## config.mk

```make
export PLATFORM = sky130hd
export DESIGN_NAME = aes_axis_rx_frontend
export DESIGN_NICKNAME = d
export VERILOG_FILES = /design/src/rtl/aes_axis_pkg.sv /design/src/rtl/aes_word_shreg.sv /design/src/rtl/aes_axis_rx_frontend.sv
export SDC_FILE = /design/constraint.sdc
export NUM_CORES = 1
export LEC_CHECK = 0
export CAP_MARGIN = 20
export CORE_UTILIZATION = 34
export DETAILED_ROUTE_END_ITERATION = 10
export GPL_ROUTABILITY_DRIVEN = 0
export PLACE_DENSITY_LB_ADDON = 0.1
export SYNTH_ARGS = -nofsm -noshare
export SYNTH_HDL_FRONTEND = slang
export SYNTH_SLANG_ARGS = --single-unit
```

## constraint.sdc

```tcl
create_clock -name clock -period 1.7 [get_ports clock]
set_input_delay 0.17 -clock clock [delete_from_list [all_inputs] [get_ports clock]]
set_output_delay 0.17 -clock clock [all_outputs]
set_load 0.02 [all_outputs]
```

## src/rtl/aes_axis_pkg.sv

```systemverilog
// aes_axis_pkg: widths, FSM states and beat counts shared by the AES AXI-Stream front end
`ifndef WORD_S
`define WORD_S 32
`endif
`ifndef BLK_S
`define BLK_S 128
`endif
`ifndef KEY_S
`define KEY_S 128
`endif
package aes_axis_pkg;
  localparam int WORD_W = `WORD_S;
  localparam int BLK_W = `BLK_S;
  localparam int KEY_W = `KEY_S;
  localparam int BEATS_PER_BLK = BLK_W / WORD_W;
  localparam int BEATS_PER_KEY = KEY_W / WORD_W;
  localparam logic [1:0] LAST_BLK_BEAT = 2'(BEATS_PER_BLK - 1);
  localparam logic [1:0] LAST_KEY_BEAT = 2'(BEATS_PER_KEY - 1);
  typedef enum logic [1:0] {S_BLK, S_KEY, S_OUT} state_t;
endpackage

```

## src/rtl/aes_word_shreg.sv

```systemverilog
// aes_word_shreg: load-enabled shift-in register, first word shifted in ends up in the top slot
module aes_word_shreg #(
  parameter int W = 32,
  parameter int N = 4
) (
  input  logic           clock,
  input  logic           reset,
  input  logic           en,
  input  logic [W-1:0]   d,
  output logic [W*N-1:0] q
);
  always_ff @(posedge clock) begin
    if (reset) q <= '0;
    else if (en) q <= {q[W*(N-1)-1:0], d};
  end
endmodule

```

## src/rtl/aes_axis_rx_frontend.sv

```systemverilog
// aes_axis_rx_frontend: AXI-Stream beats -> AES block/key; define AES_AXIS_KEY_REUSE_EN to allow 4-beat frames reusing the cached key
module aes_axis_rx_frontend
  import aes_axis_pkg::*;
(
  input  logic              clock,
  input  logic              reset,
  input  logic [WORD_W-1:0] s00_axis_tdata,
  input  logic              s00_axis_tvalid,
  input  logic              s00_axis_tlast,
  output logic              s00_axis_tready,
  output logic [BLK_W-1:0]  blk_o,
  output logic [KEY_W-1:0]  key_o,
  output logic              key_new_o,
  output logic              out_valid,
  input  logic              out_ready,
  output logic              err_o
);
`ifdef AES_AXIS_KEY_REUSE_EN
  localparam bit REUSE_EN = 1'b1;
`else
  localparam bit REUSE_EN = 1'b0;
`endif
  state_t state, state_n;
  logic [1:0] cnt, cnt_n;
  logic key_valid, key_valid_n, key_new_n, key_load, err_n, acc;
  logic [KEY_W-1:0] key_sh;
  assign s00_axis_tready = state != S_OUT;
  assign out_valid = state == S_OUT;
  assign acc = s00_axis_tvalid & s00_axis_tready;
  aes_word_shreg #(.W(WORD_W), .N(BEATS_PER_BLK)) u_blk (
    .clock, .reset, .en(acc & (state == S_BLK)), .d(s00_axis_tdata), .q(blk_o)
  );
  aes_word_shreg #(.W(WORD_W), .N(BEATS_PER_KEY)) u_key (
    .clock, .reset, .en(acc & (state == S_KEY)), .d(s00_axis_tdata), .q(key_sh)
  );
  // the 2-bit counter wraps to 0 on each state's last beat, so no explicit clear is needed there
  always_comb begin
    state_n = state;
    cnt_n = cnt;
    key_valid_n = key_valid;
    key_new_n = key_new_o;
    key_load = 1'b0;
    err_n = 1'b0;
    if (acc) begin
      cnt_n = cnt + 2'd1;
      if (state == S_BLK && cnt == LAST_BLK_BEAT && !s00_axis_tlast) state_n = S_KEY;
      else if (state == S_BLK && cnt == LAST_BLK_BEAT && REUSE_EN && key_valid) begin
        state_n = S_OUT;
        key_new_n = 1'b0;
      end else if (state == S_KEY && cnt == LAST_KEY_BEAT) begin
        state_n = S_OUT;
        key_load = 1'b1;
        key_valid_n = 1'b1;
        key_new_n = 1'b1;
      end else if (s00_axis_tlast) begin
        state_n = S_BLK;
        cnt_n = '0;
        err_n = 1'b1;
      end
    end
    if (out_valid && out_ready) state_n = S_BLK;
  end
  always_ff @(posedge clock) begin
    if (reset) begin
      state <= S_BLK;
      cnt <= '0;
      key_valid <= 1'b0;
      key_new_o <= 1'b0;
      err_o <= 1'b0;
      key_o <= '0;
    end else begin
      state <= state_n;
      cnt <= cnt_n;
      key_valid <= key_valid_n;
      key_new_o <= key_new_n;
      err_o <= err_n;
      if (key_load) key_o <= {key_sh[KEY_W-WORD_W-1:0], s00_axis_tdata};
    end
  end
endmodule

```

==> results.tsv <==
stage	metric	value	unit
floorplan	Die Area	0.0375	mm2
cells_and_area	post-route cell area	0.0173	mm2
drt	DRC Markers	0	
logic_synthesis	YS warnings	0	
logic_synthesis	Post-Syn Instances	1566	
critical_path	Worst Path Buf+Inv	1	
global_route	initial antenna violation count	0	
clock_tree	post-cts sizing count	94	
global_route	first-pass GRT wire length	58200	um
drt	Vias	11033	
cells_and_area	Area growth, synth to finish	38.8	%
hold_path	Hold Path Class	in2reg	
floorplan	die height	194	um
sta	period utilisation layout	98.1	%
clock_tree	Clock Sinks	358	
logic_synthesis	XOR/XNOR Fraction of Synth Area	0	%
job	max cap viols	0	
sta	final setup fails	0	
global_route	global route total overflow	0	
clock_tree	total CTS buffers	40	
critical_path	worst setup path class	reg2out	
logic_synthesis	combinational family with the most area after synthesis	simple AND/OR/NAND/NOR gates	
critical_path	peak fanout along the critical path	2	
drt	drt total wl	36800	um
drt	initial drt markers	571	
logic_synthesis	post-synth cell types	26	
placement	Port Buffers	296	
cells_and_area	fill count	3549	
clock_tree	hold buffers post-CTS	0	
cells_and_area	diode count	0	
sta	final setup margin	0.0325	ns
power_and_ir_drop	power density cells	1010	mW/mm2
floorplan	Ports	297	
logic_synthesis	Mapped Nets	1604	
clock_tree	Worst-path clk slew	0.06	ns
sta	Worst-Margin Slew	0.458	ns
logic_synthesis	simple-gate share of the synthesized area	22.1	%
power_and_ir_drop	leak pwr	7.04	nW
cells_and_area	# nets final	1876	
floorplan	Die Span X	194	um
cells_and_area	Post-Layout Cell Count	2322	
drt	drt wl/cell	15.9	um
clock_tree	H-Tree Depth	2	
logic_synthesis	post-synthesis mux area share	0	%
critical_path	Critical Path Source Type	flop	
placement	Post-DP HPWL	25300	um
logic_synthesis	Post-Syn Area	0.0125	mm2
drt	DRT Pass-1 Iters	7	
logic_synthesis	post-synthesis sequential area ratio	57.4	%
cells_and_area	most frequent cells in the layout	nand2_1 (705), dfxtp_1 (357), a21oi_1 (353)	
sta	Max Transition Viols Final	0	
power_and_ir_drop	worst vdd ir	0.671	mV
sta	Final min period	1.67	ns
drt	DRT antenna net count	0	
cells_and_area	share of post-route cells with drive strength above 1	6.18	%
critical_path	largest stage delay on the critical path	0.64	ns
sta	highest clock rate	600	MHz
placement	post-place instance area	0.0161	mm2
critical_path	crit end category	primary output	
floorplan	Starting Density	34.9	%
floorplan	Core Region	0.0358	mm2
sta	endpoints failing hold	0	
clock_tree	TritonCTS clock tree	yes	
sta	skew final	0.0137	ns
critical_path	Worst Path Arrival	1.50	ns
critical_path	cells along the critical path	clkdlybuf4s50_1	
global_route	largest net degree at the start of global routing	66	
clock_tree	clock root cell	clkbuf_16	
clock_tree	Clock Tree Buf Depth	3	
logic_synthesis	compound-cell area share of the yosys netlist	14.6	%
placement	dpl ws	-0.104	ns
critical_path	cell family with most CP delay	buffers and inverters	
clock_tree	Post-CTS Setup Bufs	0	
drt	Vias/cell	4.75	
logic_synthesis	Seq cells post-synth	358	
global_route	vias in the first global route	10681	
cells_and_area	commonest non-fill, non-tap cell in the layout	nand2_1	
sta	Relative slew margins	69.5	%
run_status	status	complete, no violations	
logic_synthesis	Mean Syn Cell Area	7.98	um2
critical_path	critical path data required time	1.53	ns
floorplan	Cell Rows	69	
logic_synthesis	post-synthesis adder-cell area fraction	0.100	%
placement	placed cells	2257	
sta	RSZ-0062 raised after global routing	no	
critical_path	critical path's slowest cell	clkdlybuf4s50_1	
clock_tree	Clock Latency Late Sink	0.52	ns
global_route	Tot GR Track Use	19.1	%
==> final timing paths <==
path | slack (ns) | depth (start not counted) | from | end
setup / recovery | 0.03 | 1 | key_o[45] | key_o[45]
hold / removal | 0.07 | 2 | reset | key_o[33]
setup reg to reg | 0.17 | 5 | cnt[0] | key_o[40]
hold reg to reg | 0.45 | 2 | key_o[15] | key_o[15]
==> cells by family after synthesis <==
logic type,count (synthesis)
buf+inv,125
simple gates,722
fa+ha+maj,1
compound gates,360
flops,358
==> layout make-up <==
type	instances	area, um2	area share [%]
multi-input combinational	1083	4610	26.6
clock buffer	65	1240	7.13
tap	461	577	3.33
inverter	5	18.8	0.108
sequential	358	7170	41.3
timing repair buffer	350	3730	21.5
==> layer usage <==
| metal | global-route usage, % | routed length [um] | vias up |
|---|---|---|---|
| met5 | 0 | 0 | - |
| met2 | 32.9 | 17800 | 256 |
| li1 | - | - | 5577 |
| met3 | 4.87 | 2280 | 60 |
| met1 | 23.2 | 15800 | 5140 |
| met4 | 6.13 | 921 | 0 |
==> state kept, by name, summed over array words and instances (netlist names) <==
| signal | cells |
|---|---|
| cnt | 2 |
| err_o | 1 |
| key_new_o | 1 |
| key_o | 128 |
| state | 2 |
| u_blk.q | 128 |
| u_key.q | 96 |
==> report_power, final <==
| part | switching [W] | total [W] | internal, W |
|---|---|---|---|
| clock | 0.00321 | 0.00812 | 0.00491 |
| sequential | 0.0000657 | 0.00855 | 0.00848 |
| combinational | 0.000520 | 0.000822 | 0.000303 |
| total | 0.00380 | 0.0175 | 0.0137 |
==> cells in the mapped netlist <==
cell	n	share of area, %
o22ai_1	1	0.050
nand2_1	705	21
buf_6	17	1.5
buf_4	25	1.5
nor2_1	4	0.12
a211oi_1	1	0.060
dfxtp_1	358	57
nand4b_1	2	0.14
nand3b_1	1	0.060
clkbuf_1	45	1.4
o21a_1	1	0.060
a31oi_1	2	0.10
inv_1	5	0.15
and4b_1	1	0.080
nand2b_1	2	0.10
and2_1	1	0.050
nor3b_2	1	0.10
nor4_1	1	0.050
o31a_1	1	0.070
or3b_1	1	0.070
and3b_1	2	0.14
buf_2	33	1.3
a21oi_1	353	14
ha_1	1	0.10
o32ai_1	1	0.070
nand3_1	1	0.040
==> metrics by stage <==
step | hold slack (ns) | utilization (%) | setup TNS, ns | total power (W)
5_1_grt | 0.0751 | 48.4 | 0 | 0.0182
3_5_place_dp | 0.447 | 44.9 | -14.96 | 0.00960
4_1_cts | 0.0373 | 48.1 | 0 | 0.0178
2_1_floorplan | 0.306 | - | 0 | 0.00916
3_3_place_gp | 0.441 | 44.9 | -10.01 | 0.00960
6_report | 0.0681 | 48.4 | 0 | 0.0175
Note: power is estimated with default switching activity, not from simulation.
